<file path="src/rtl/otter_fetch_unit.sv">
// OTTER instruction-fetch stage: owns the fetch PC, issues single-outstanding word
// requests to instruction memory and buffers returned words with their PCs.
module otter_fetch_unit #(
    parameter logic [31:0] RESET_PC = 32'h0000_0000,
    parameter int          DEPTH    = 2
) (
    input  logic        CLK,
    input  logic        RST_N,
    output logic        IMEM_REQ,
    output logic [31:0] IMEM_ADDR,
    input  logic        IMEM_GNT,
    input  logic        IMEM_RVALID,
    input  logic [31:0] IMEM_RDATA,
    input  logic        REDIRECT,
    input  logic [31:0] REDIRECT_PC,
    input  logic        STALL,
    output logic        IR_VALID,
    output logic [31:0] IR_OUT,
    output logic [31:0] PC_OUT
);
    localparam int              AW      = (DEPTH > 1) ? $clog2(DEPTH) : 1;
    localparam int              CW      = AW + 2;
    localparam logic [CW-1:0]   DEPTH_C = CW'(DEPTH);
    localparam logic [31:0]     NOP     = 32'h0000_0013;

    logic [31:0]   fetch_pc_r;
    logic [31:0]   req_pc_r;
    logic          outstanding_r;
    logic          discard_r;
    logic [31:0]   q_pc_r    [DEPTH];
    logic [31:0]   q_instr_r [DEPTH];
    logic [AW-1:0] rd_ptr_r;
    logic [AW-1:0] wr_ptr_r;
    logic [CW-1:0] count_r;

    logic          ir_valid_s;
    logic          pop_s;
    logic          push_s;
    logic          req_s;
    logic          grant_s;
    logic [CW-1:0] slots_s;

    // Issue/consume decisions; an in-flight non-discarded fetch already owns a slot.
    always_comb begin
        ir_valid_s = (count_r != {CW{1'b0}});
        slots_s    = count_r + ((outstanding_r && !discard_r) ? CW'(1) : CW'(0));
        pop_s      = ir_valid_s && !STALL && !REDIRECT;
        req_s      = RST_N && !REDIRECT && (!outstanding_r || IMEM_RVALID) &&
                     ((slots_s - (pop_s ? CW'(1) : CW'(0))) < DEPTH_C);
        grant_s    = req_s && IMEM_GNT;
        push_s     = IMEM_RVALID && outstanding_r && !discard_r && !REDIRECT;
    end

    assign IMEM_REQ  = req_s;
    assign IMEM_ADDR = fetch_pc_r;
    assign IR_VALID  = ir_valid_s;
    assign IR_OUT    = ir_valid_s ? q_instr_r[rd_ptr_r] : NOP;
    assign PC_OUT    = ir_valid_s ? q_pc_r[rd_ptr_r]    : 32'h0000_0000;

    // Fetch PC, in-flight tracking and stale-response discard.
    always_ff @(posedge CLK or negedge RST_N) begin
        if (!RST_N) begin
            fetch_pc_r    <= RESET_PC;
            req_pc_r      <= 32'h0000_0000;
            outstanding_r <= 1'b0;
            discard_r     <= 1'b0;
        end else if (REDIRECT) begin
            // A response landing in the redirect cycle is simply dropped here.
            fetch_pc_r    <= {REDIRECT_PC[31:2], 2'b00};
            outstanding_r <= outstanding_r && !IMEM_RVALID;
            discard_r     <= outstanding_r && !IMEM_RVALID;
        end else begin
            if (grant_s) begin
                req_pc_r      <= fetch_pc_r;
                fetch_pc_r    <= fetch_pc_r + 32'd4;
                outstanding_r <= 1'b1;
            end else if (IMEM_RVALID) begin
                outstanding_r <= 1'b0;
            end
            if (IMEM_RVALID && discard_r) begin
                discard_r <= 1'b0;
            end
        end
    end

    // Circular {pc, instr} queue feeding IF/ID.
    always_ff @(posedge CLK or negedge RST_N) begin
        if (!RST_N) begin
            rd_ptr_r <= {AW{1'b0}};
            wr_ptr_r <= {AW{1'b0}};
            count_r  <= {CW{1'b0}};
            for (int i = 0; i < DEPTH; i++) begin
                q_pc_r[i]    <= 32'h0000_0000;
                q_instr_r[i] <= 32'h0000_0000;
            end
        end else if (REDIRECT) begin
            rd_ptr_r <= {AW{1'b0}};
            wr_ptr_r <= {AW{1'b0}};
            count_r  <= {CW{1'b0}};
        end else begin
            if (push_s) begin
                q_pc_r[wr_ptr_r]    <= req_pc_r;
                q_instr_r[wr_ptr_r] <= IMEM_RDATA;
                wr_ptr_r            <= wr_ptr_r + AW'(1);
            end
            if (pop_s) begin
                rd_ptr_r <= rd_ptr_r + AW'(1);
            end
            case ({push_s, pop_s})
                2'b10:   count_r <= count_r + CW'(1);
                2'b01:   count_r <= count_r - CW'(1);
                default: count_r <= count_r;
            endcase
        end
    end
endmodule

</file>
<file path="config.mk">
export PLATFORM = sky130hd
export DESIGN_NAME = otter_fetch_unit
export DESIGN_NICKNAME = d
export VERILOG_FILES = /design/src/rtl/otter_fetch_unit.sv
export SDC_FILE = /design/constraint.sdc
export NUM_CORES = 1
export LEC_CHECK = 0
export CORE_ASPECT_RATIO = 0.5
export CORE_MARGIN = 4
export CORE_UTILIZATION = 41
export DETAILED_ROUTE_END_ITERATION = 16
export HOLD_SLACK_MARGIN = 0.15
export PLACE_DENSITY = 0.68
export SYNTH_ARGS = -nofsm -noshare
export SYNTH_HDL_FRONTEND = slang
export SYNTH_SLANG_ARGS = --single-unit
</file>
<file path="constraint.sdc">
create_clock -name CLK -period 3.18 [get_ports CLK]
set_input_delay 0.318 -clock CLK [delete_from_list [all_inputs] [get_ports CLK]]
set_output_delay 0.318 -clock CLK [all_outputs]
set_load 0.02 [all_outputs]
</file>
* After elaboration in Yosys (flattened, before gate mapping)
Cells that the tools add are included.
** Operators by class
- Add/subtract/negate cells :: 7
- $lt $le $gt $ge :: 4
- Equal/unequal tests :: 2
- Multiplexer cells :: 27
- Bitwise operators :: 3
- Reduce and logical (&&, ||, !) cells :: 28
** Operator list (number)
- $mux W32 :: 11
- $bwmux W64 :: 2
- $add A32 B3 Y32 const B :: 1
- $demux W32 S1 :: 1
- $logic_and A1 B1 Y1 :: 13
- $mux W1 :: 11
- $reduce_bool A3 Y1 :: 3
- $reduce_bool A2 Y1 :: 4
- $pmux W3 S2 :: 1
- $logic_not A1 Y1 :: 5
- $ge A2 B2 Y1 const B :: 2
- $not A1 Y2 :: 2
- $reduce_and A2 Y1 :: 2
- $add A3 B1 Y3 :: 1
- $add A3 B1 Y3 const B :: 1
- $lt A3 B2 Y1 const B :: 1
- $mux W3 :: 1
- $sub A3 B1 Y3 :: 1
- $sub A3 B1 Y3 const B :: 1
- $add A1 B1 Y1 const B :: 2
- $eq A2 B1 Y1 const B :: 1
- $eq A2 B2 Y1 const B :: 1
- $lt A2 B1 Y1 const B :: 1
- $logic_or A1 B1 Y1 :: 1
- $not A1 Y1 :: 1
** Storage, ports and cells
- Flip-flop bits (word level) :: 199
- Input bits :: 70
- Word-level logic and storage cells :: 82

* Depth between registers and ports, before layout
Gate-level depths: netlist of the first run.
- Word-level depth :: 10
- Gate-level depth with buffers :: 13
- Depth with buffers taken out :: 10

* Worst setup path after synthesis of the first run
OpenSTA, ideal clock, no wires.
- Path type :: input port to flip-flop
- Start point :: in REDIRECT
- End point :: reg fetch_pc_r[23] (netlist: IMEM_ADDR[23])
- Data arrival time :: 2.869 ns
- Setup slack :: 0.158 ns
- Stages :: 13
- Path through :: clkbuf_1 -> buf_1 -> nor3_1 -> ha_1 -> nand2b_1 -> fa_1 -> and3b_1 -> and4_1 -> buf_2 -> nor2_4 -> buf_4 -> o21ai_0 -> o311ai_0
** On the way
- Longest elaborated chain between the ends :: 8
- Elaborated cells between the ends (all ways) :: 11
- Classes of those cells :: 1 x add/sub; 1 x order compare; 2 x mux; 7 x reduce/logical
** Ends and longest elaborated chain
- from (decl) :: line 14 : input logic REDIRECT,
- $logic_not A1 Y1 :: line 47, 48
- $logic_and A1 B1 Y1 :: line 47 : pop_s = ir_valid_s && !STALL && !REDIRECT;
- $mux W1 :: line 49 : ((slots_s - (pop_s ? CW'(1) : CW'(0))) < DEPTH_C);
- $sub A3 B1 Y3 :: line 49
- $lt A3 B2 Y1 :: line 49
- $logic_and A1 B1 Y1 :: line 48 : req_s = RST_N && !REDIRECT && (!outstanding_r || IMEM_RVALID) &&
- $logic_and A1 B1 Y1 :: line 50 : grant_s = req_s && IMEM_GNT;
- $reduce_bool A2 Y1 (no source line)
- to (signal assigned) :: line 69 : fetch_pc_r <= {REDIRECT_PC[31:2], 2'b00};
- to (signal assigned) :: line 75 : fetch_pc_r <= fetch_pc_r + 32'd4;
- to (decl) :: line 26 : logic [31:0] fetch_pc_r;
Parallel ways exist; a longest one is shown, timed or not.
A chain may end at the register's enable or synchronous reset.

* Worst setup path after layout of the first run
- Start point :: reg count_r[1]
- End point :: reg fetch_pc_r[21] (netlist: IMEM_ADDR[21])
** On the way
- Longest elaborated chain between the ends :: 9
- Elaborated cells between the ends (all ways) :: 10
- Classes of those cells :: 2 x add/sub; 1 x order compare; 1 x mux; 6 x reduce/logical
** Ends and longest elaborated chain
- from (decl) :: line 34 : logic [CW-1:0] count_r;
- from (signal assigned) :: line 91 : count_r <= {CW{1'b0}};
- from (signal assigned) :: line 99 : count_r <= {CW{1'b0}};
- from (signal assigned) :: line 110 : 2'b10: count_r <= count_r + CW'(1);
- parallel branches: the longest is 4 deep, another holds $add A3 B1 Y3
- $sub A3 B1 Y3 (*) :: line 49
- $lt A3 B2 Y1 (*) :: line 49
- $logic_and A1 B1 Y1 (*) :: line 48
- $logic_and A1 B1 Y1 (*) :: line 50
- $reduce_bool A2 Y1 (no source line) (*)
Every way passes the cells marked *.

==> metrics, run 1 <==
Worst Setup Slack, final roughly 160 ps; Power Density 791 nW/um^2; CTS clk-pin slew, worst paths 70 ps; vias in the first global route 6865; Mapped Cells 787; Via density ~5.2; Synth-to-Final Area Change 28.9%; main area contributors after synthesis dfrtp_1 53%, mux2_2 16%, mux2i_1 7.6%, nand2_1 5.1%, nor2_1 3.4%; DRT Pass-1 Iters 4; via count 6519; Max-Cap Viols 0; htree depth 4; drc violations 0; worst min-delay path category primary input to asynchronous set/reset pin; slew at the pin closest to its max-slew limit 1010 ps; Max Clock Freq 331 MHz; Max FO, Critical Path 19; CP Cell Sequence nor3_4, nor3_1, ha_1, nand2b_1, fa_1, and3b_1, and4_4, buf_12, nor2_4, buf_12, o21ai_0, o311ai_0; nets@finish approximately 1000; VDD IR max 0.355 mV; root buf cell clkbuf_16; Crit path required time 3480 ps; fin. max-slew vios 0; synthesized area 8980 um^2; Reg2Reg Capture Point IMEM_ADDR[21]; Clock Skews 11.4 ps; Overflow after GRT 0; Initial Utilization 0.427; WL final roughly 22000 um; drt wl/cell 17.4 um; setup slack at placement -117 ps; most common cell after layout, fill and taps aside dfrtp_1; leakage 0.00516 uW; number of synthesized flops with an enable pin 0; clock share of power 0.223; CP most frequent cell buf_12; internal power 5980 uW; diode count 0; Yosys warning total 0; detailed placement HPWL between 10000 and 15000 um; largest net degree at the start of global routing 81; Die W 217 um; full die area 24500 um^2; antenna-violating nets left 0; clock sinks 191; most frequent cells in the layout 188 x dfrtp_1, 159 x clkdlybuf4s50_1, 125 x mux2_2; Yosys top cell area share 0.532; Site Rows 37; Top Ports 168; total CTS buffers 17; layout cells sized above 1 0.207; Synth async-reset ratio 1.00; fin area 11600 um^2; Setup CP Type flip-flop to flip-flop; Synth Area per Inst 11.4 um^2; Relative slew margins 0.326; Sequential Power Share 0.413; total track usage 0.184; initial antenna violation count 0; r2r worst-path depth 12; final-report hold violation count 0; Reg2Reg Setup Slack approximately 160 ps; max incr delay on CP ~470 ps; DP Area 11000 um^2; Final period util 0.950; Core Footprint 21000 um^2; prevailing post-synth register cell dfrtp_1; final setup violation count 0; Min Clock Period, post-route slightly above 3000 ps; Worst setup SP type flip-flop; Netlist cell types 50; sequential element share of the synthesized area 0.532; RD Place Congestion about 0.84; overall power ~9200 uW; clk_lat worst skew between 400 and 500 ps; Worst EP arrival 3320 ps; switching share of total power 0.347; crit path max-delay cell type fa_1; combinational share of power 0.364; Initial DRC Count between 300 and 400; Switching Power 3180 uW; Max clock buf depth 2; biggest area consumer among synthesized cells dfrtp_1; first-pass GRT wire length ~36000 um; status completed; Worst R2R Start count_r[1]; #FFs+latches synth approximately 190; CP Capture Type flip-flop; # port buffers 161; die height roughly 110 um; CTS tree done
cell usage after synthesis, types with 4 or more instances:
cell      number
o21ai_0       27
nand2_1      121
a31oi_1        4
dfrtp_1      191
buf_1          8
buf_2         24
inv_1          7
xnor2_1        6
nand4_1        7
buf_4          7
a21oi_1        4
and2_1         4
mux2i_1       68
nand3_1       19
nor2_1        81
mux2_2       125
o311ai_0      16
clkbuf_1      12
cell type report:
| cell class | instances | area (um^2) |
|---|---|---|
| Clock inverter | 11 | 111 |
| Multi-Input combinational cell | 540 | 3950 |
| Clock buffer | 20 | 447 |
| Fill cell | 1865 | 9440 |
| Tap cell | 292 | 365 |
| Timing Repair Buffer | 187 | 1890 |
| Sequential cell | 191 | 4790 |
| Inverter | 7 | 26.3 |
worst max-delay path: cells and delay by family (launching register included):
family / cells / cell delay (ps)
and+or+nand+nor: 6 / 980
adders and majority gates: 2 / 760
DFF: 1 / 460
AOI/OAI and AO/OA: 2 / 350
buffers and inverters: 2 / 320
registers in the layout, summed over array words and instances (netlist names):
name	flops
discard_r	1
req_pc_r	30
q_pc_r	60
rd_ptr_r	1
q_instr_r	64
count_r	3
outstanding_r	1
IMEM_ADDR	30
wr_ptr_r	1
power by group through the flow:
| stage | Combinational [uW] | Clock, uW | Sequential (uW) |
|---|---|---|---|
| 6_report | 3330 | 2050 | 3780 |
| 5_1_grt | 3630 | 2200 | 3890 |
| 4_1_cts | 3350 | 2090 | 3780 |
| 3_5_place_dp | 3340 | 0 | 3830 |
| 3_3_place_gp | 3290 | 0 | 3770 |
| 2_1_floorplan | 2080 | 0 | 3660 |
how the worst max path moves through the flow:
stage | start | end | slack [ps] | depth (start not counted)
after floorplan | REDIRECT | IMEM_ADDR[23] | 160 | 13
after detailed placement | REDIRECT | IMEM_ADDR[6] | -120 | 11
after global placement | REDIRECT | IMEM_ADDR[20] | 10 | 11
after global routing | count_r[1] | IMEM_ADDR[16] | -8 | 12
after CTS | count_r[1] | IMEM_REQ | 70 | 8
final | count_r[1] | IMEM_ADDR[21] | 160 | 12
cells by family (layout without fill, tap and decap cells):
family                     count (synthesis)  in the layout  share of synthesized area
AOI/OAI and AO/OA                         63             63                     0.0463
xor gates and xnor gates                  10             10                     0.0113
adders and majority gates                  4              4                    0.00725
buffers and inverters                     59            225                     0.0318
DFF                                      191            191                      0.532
muxes                                    193            193                      0.233
other                                      1              4                   0.000418
and+or+nand+nor                          266            266                      0.138
routing by layer:
| layer | track usage | wire length (um) |
|---|---|---|
| met4 | 0.0525 | 350 |
| met5 | 0 | 0 |
| met2 | 0.312 | 10800 |
| met3 | 0.0395 | 743 |
| met1 | 0.240 | 9910 |
repair_timing:
item / 4_1_cts / 5_1_grt
pin swaps: 0 / 1
resized for setup: 3 / 6
gates cloned: 0 / 1
hold endpoints to repair: 49 / 0
hold buffers: 1 / 0
setup endpoints to repair: 1 / 13
buffers inserted: 0 / 1
stage by stage:
stage          hold WS, ps  instances  TNS, ps  utilization
2_1_floorplan         22.4        790        0            -
3_3_place_gp           284       1214        0        0.521
3_5_place_dp           286       1214    -1100        0.521
4_1_cts                378       1246        0        0.549
5_1_grt                411       1248    -8.61        0.551
6_report               376       1248        0        0.551
(Power assumes the default switching activity.)
==> run 2: changes to the inputs <==
--- a/config.mk
+++ b/config.mk
@@ -7,10 +7,10 @@
 export LEC_CHECK = 0
 export CORE_ASPECT_RATIO = 0.5
 export CORE_MARGIN = 4
-export CORE_UTILIZATION = 41
+export CORE_UTILIZATION = 25
 export DETAILED_ROUTE_END_ITERATION = 16
 export HOLD_SLACK_MARGIN = 0.15
-export PLACE_DENSITY = 0.68
+export PLACE_DENSITY = 0.44
 export SYNTH_ARGS = -nofsm -noshare
 export SYNTH_HDL_FRONTEND = slang
 export SYNTH_SLANG_ARGS = --single-unit
==> run 2 against run 1 <==
Against the previous run:
- global-route usage is 5.3 points lower
- hold slack worse by 120 ps
- combinational power is 2% higher
- sequential cell count stayed put
- sequential power hardly changed
- highest routed layer unchanged
- via count is 0.46% higher
- non-clock buffer count is 2 higher
- fmax is 0.68% lower
- total power is 0.68% higher
- die area is 60% higher
- register-to-register slack better by 90 ps
- clock-buffer cell count is 2 lower
==> metrics, run 2 (same netlist as run 1, synthesis figures left out) <==
Relative slew margins 0.344; die height around 140 um; # port buffers between 150 and 200; Site Rows 48; Clock Skews 8.29 ps; Crit path required time 2860 ps; nets@finish 1020; Via density 4.57; diode count 0; total CTS buffers 17; drt wl/cell about 18 um; overall power 9220 uW; Worst EP arrival 2720 ps; Reg2Reg Setup Slack 250 ps; Max FO, Critical Path 3; Final period util 0.956; Post-CTS Setup Bufs 0; hold_ws 254 ps; r2r worst-path depth 11; Reg2Reg Capture Point IMEM_ADDR[6]; CP Cell Sequence nor3_4, nor3_1, ha_1, nand2b_1, fa_1, and3b_1, and3_1, dlygate4sd2_1; final-report hold violation count 0; Power Density just under 800 nW/um^2; Die W between 200 and 300 um; routing usage on met1 0.152; RD Place Congestion 0.778; Sequential Power Share 0.409; leakage 0.00518 uW; fin. max-slew vios 0; WL final 25200 um; Min Clock Period, post-route 3040 ps; total track usage 0.131; Max clock buf depth 2; full die area 39200 um^2; via count 6549; Top Registers q_instr_r: 64 flops, q_pc_r: 60 flops; fin area 11800 um^2; Initial Utilization 0.257; clock sinks 191; Initial DRC Count 245; first-pass GRT wire length 39900 um; largest net degree at the start of global routing 78; Setup CP Type flip-flop to primary output; layout cells sized above 1 0.210; Synth-to-Final Area Change 31.8%; Max Clock Freq 329 MHz; root buf cell clkbuf_16; final setup violation count 0; vias in the first global route slightly below 7000; Switching Power between 3000 and 4000 uW; drc violations 0; Max-Cap Viols 0; Worst R2R Start count_r[1]; RSZ-0062 raised after global routing no; met2 Resource Use GR 0.245; combinational share of power 0.370; max FFs per register between 60 and 70; Worst setup SP type flip-flop; CTS clk-pin slew, worst paths 70 ps; Core Footprint 35000 um^2; antenna-violating nets left 0; switching share of total power 0.357; clk_lat worst skew around 450 ps; Top Ports 168; detailed placement HPWL approximately 17000 um; clock share of power 0.221; VDD IR max 0.394 mV; status completed; initial antenna violation count 0; DP Area 11300 um^2; Overflow after GRT 0; max incr delay on CP 480 ps; htree depth 4; crit path max-delay cell type fa_1; CTS tree done; Reg with most FFs q_instr_r; most common cell after layout, fill and taps aside dfrtp_1; CP Capture Type primary output; most frequent cells in the layout 189 x dfrtp_1, 158 x clkdlybuf4s50_1, 125 x mux2_2; internal power 5930 uW; slew at the pin closest to its max-slew limit approximately 980 ps; met3 Resource Use GR 0.0246; DRT Pass-1 Iters 4; worst min-delay path category primary input to asynchronous set/reset pin; global routing's busiest layer met2
-- run 2: cell types whose count changed in the layout (fill, tap and decap cells not counted), moves of 2 or more --
cell,before,now
clkinvlp_4,2,4
buf_12,5,9
clkinv_2,1,4
clkinv_4,6,2
inv_8,0,3
clkbuf_1,2,0
-- run 2: cell type report --
cell class / instances / area (um^2)
inverters: 7 / 26.3
fillers: 3559 / 23100
well taps: 475 / 594
multi-input cells: 540 / 3950
clock buffers: 18 / 439
flip-flops and latches: 191 / 4780
clock inverters: 14 / 110
repair buffers: 189 / 1930
-- run 2: what timing repair did --
item,CTS,global route
endpoints found under the setup margin,1,0
hold endpoints to repair,26,0
resized for setup,2,0
hold buffers,1,0
-- run 2: worst max path at each step --
stage / slack [ps] / depth (start not counted) / from / end
after detailed placement: -60 / 11 / STALL / IMEM_ADDR[8]
after global routing: 0.9 / 8 / count_r[1] / IMEM_REQ
after CTS: 90 / 8 / count_r[1] / IMEM_REQ
final: 140 / 8 / count_r[1] / IMEM_REQ
after global placement: -10 / 11 / STALL / IMEM_ADDR[10]
after floorplan: 160 / 13 / REDIRECT / IMEM_ADDR[23]
-- run 2: worst max-delay path, delay by kind of cell (launching register included) --
| kind | cells | cell delay, ps |
|---|---|---|
| adders and majority gates | 2 | 760 |
| buffers and inverters | 1 | 340 |
| DFF | 1 | 410 |
| and+or+nand+nor | 5 | 790 |
-- run 2: power groups by stage --
stage          sequential [uW]  combinational [uW]  clock (uW)
5_1_grt                   3880                3730        2220
4_1_cts                   3780                3500        2120
6_report                  3770                3410        2040
2_1_floorplan             3660                2080           0
3_3_place_gp              3790                3460           0
3_5_place_dp              3830                3480           0
-- run 2: routing by layer --
layer	share of wire	vias up
li1	-	3051
met1	0.42	3402
met2	0.54	71
met3	0.023	25
met4	0.017	0
met5	0	-
-- run 2: through the flow --
| step | utilization | setup slack [ps] | TNS [ps] | cells |
|---|---|---|---|---|
| 6_report | 0.339 | 140 | 0 | 1434 |
| 5_1_grt | 0.339 | 0.891 | 0 | 1434 |
| 4_1_cts | 0.339 | 91.2 | 0 | 1434 |
| 3_5_place_dp | 0.323 | -61.2 | -393 | 1401 |
| 3_3_place_gp | 0.323 | -9.76 | -22.7 | 1401 |
| 2_1_floorplan | - | 158 | 0 | 790 |
==> run 3: changes to the inputs <==
--- a/config.mk
+++ b/config.mk
@@ -7,10 +7,10 @@
 export LEC_CHECK = 0
 export CORE_ASPECT_RATIO = 0.5
 export CORE_MARGIN = 4
-export CORE_UTILIZATION = 25
+export CORE_UTILIZATION = 48
 export DETAILED_ROUTE_END_ITERATION = 16
 export HOLD_SLACK_MARGIN = 0.15
-export PLACE_DENSITY = 0.44
+export PLACE_DENSITY = 0.75
 export SYNTH_ARGS = -nofsm -noshare
 export SYNTH_HDL_FRONTEND = slang
 export SYNTH_SLANG_ARGS = --single-unit
==> run 3 against run 2 <==
Against the previous run:
- routed wire length is 14% lower
- register-to-register slack lost 90 ps
- largest power group unchanged
- utilization rose by 29 points
- global-route usage is 7.8 points higher
- clock-buffer cell count is 1 higher
- critical path type is now flip-flop to flip-flop
- sequential power grew 1%
- die area shrank 46%
- combinational power fell by 4%
- via count rose by 1.3%
==> metrics, run 3 (same netlist as run 1, synthesis figures left out) <==
Worst Setup Slack, final 161 ps; Crit path required time 3460 ps; Synth-to-Final Area Change 28.0%; fin. max-slew vios 0; Reg with most FFs q_instr_r; final setup violation count 0; Fill cells 1442; Final period util 0.949; Critical Path Source count_r[1]; drt wl/cell 18.2 um; Worst EP arrival 3300 ps; Min Clock Period, post-route around 3000 ps; drc violations 0; initial antenna violation count 0; DRT Pass-1 Iters 5; internal power roughly 6000 uW; root buf cell clkbuf_16; most common cell after layout, fill and taps aside dfrtp_1; first-pass GRT wire length 35800 um; Worst R2R Start count_r[1]; total CTS buffers 17; CTS clk-pin slew, worst paths 70 ps; worst min-delay path category primary input to asynchronous set/reset pin; clk_lat worst skew 420 ps; total track usage 0.208; setup slack at placement -43.2 ps; Top Ports 168; Sequential Power Share 0.417; detailed placement HPWL 14700 um; Clock Skews 12.4 ps; htree depth 4; CTS tree done; die height 105 um; VDD IR max 0.415 mV; Max Clock Freq roughly 330 MHz; antenna-violating nets left 0; largest net degree at the start of global routing 67; clock share of power 0.225; leakage 0.00514 uW; DP Area 10900 um^2; diode count 0; layout cells sized above 1 0.208; Reg2Reg Capture Point IMEM_ADDR[9]; Top Registers q_instr_r: 64 flops, q_pc_r: 60 flops; Site Rows 35; r2r worst-path depth 12; Max FO, Critical Path 16; Max clock buf depth 2; Via density 5.55; Power Density 797 nW/um^2; Worst setup SP type flip-flop; combinational share of power 0.358; final-report hold violation count 0; fin area 11500 um^2; nets@finish 1018; Die W 201 um; CP Capture Type flip-flop; Switching Power ~3200 uW; Initial Utilization 0.488; multi-input logic area 3940 um^2; Reg2Reg Setup Slack ~160 ps; status completed; switching share of total power 0.347; RD Place Congestion 0.815; Relative slew margins 0.448; Worst setup endpoint IMEM_ADDR[9]; vias in the first global route 6859; hold_ws 341 ps; Seq. cell area 4780 um^2; Core Footprint 18400 um^2; slew at the pin closest to its max-slew limit 827 ps; most frequent cells in the layout 189 x dfrtp_1, 159 x clkdlybuf4s50_1, 125 x mux2_2; WL final 21700 um; Initial DRC Count approximately 440; Max-Cap Viols 0; full die area 21100 um^2; via count 6635; max FFs per register 64; clock sinks about 190; Overflow after GRT 0; # port buffers 161; Setup CP Type flip-flop to flip-flop
[run 3: what timing repair did]
item / CTS / global route
hold endpoints to repair: 23 / 0
resized for setup: 2 / 5
buffers inserted: 0 / 2
gates cloned: 0 / 1
setup endpoints to repair: 1 / 5
pin swaps: 0 / 1
hold buffers: 1 / 0
[run 3: worst min-delay path by stage]
stage / start / end / slack [ps]
floorplan: RST_N / IMEM_ADDR[10] / 20
global placement: RST_N / IMEM_ADDR[28] / 230
detailed placement: RST_N / req_pc_r[31] / 230
CTS: RST_N / req_pc_r[29] / 340
global route: RST_N / count_r[0] / 350
finish: RST_N / count_r[2] / 340
[run 3: metal layers]
layer	up-vias	wire length, um	share of wire	GRT usage
li1	3052	-	-	-
met1	3394	9880	0.45	0.284
met2	160	10700	0.49	0.346
met3	29	839	0.039	0.0369
met4	0	331	0.015	0.0604
met5	-	0	0	0
[run 3: through the flow]
step                power, uW  instances  setup TNS (ps)  utilization
finish                   9170       1196               0        0.625
global route             9700       1196           -3.21        0.625
detailed placement       7150       1161            -119        0.591
CTS                      9220       1193               0        0.622
global placement         7010       1161               0        0.591
floorplan                5740        790               0            -
[run 3: area by class of cell]
type | instances | area share
clock inverters | 12 | 0.00969
multi-input cells | 540 | 0.343
well taps | 240 | 0.0261
flip-flops and latches | 191 | 0.416
inverters | 7 | 0.00229
clock buffers | 19 | 0.0394
repair buffers | 187 | 0.163
[run 3: power by group through the flow]
| stage | Combinational [uW] | Sequential [uW] | Clock [uW] |
|---|---|---|---|
| 2_1_floorplan | 2080 | 3660 | 0 |
| 3_5_place_dp | 3290 | 3860 | 0 |
| 6_report | 3280 | 3820 | 2060 |
| 4_1_cts | 3300 | 3820 | 2100 |
| 5_1_grt | 3570 | 3920 | 2210 |
| 3_3_place_gp | 3220 | 3790 | 0 |
[run 3: worst max-delay path, stage by stage (launching register included)]
cell and delay, ps:
dfrtp_2 470, nor3_4 210, nor3_1 80, ha_1 280
nand2b_1 150, fa_1 480, and3b_1 210, and4_4 280
buf_12 160, nor2_4 60, buf_4 170, o21ai_0 170
o311ai_0 150
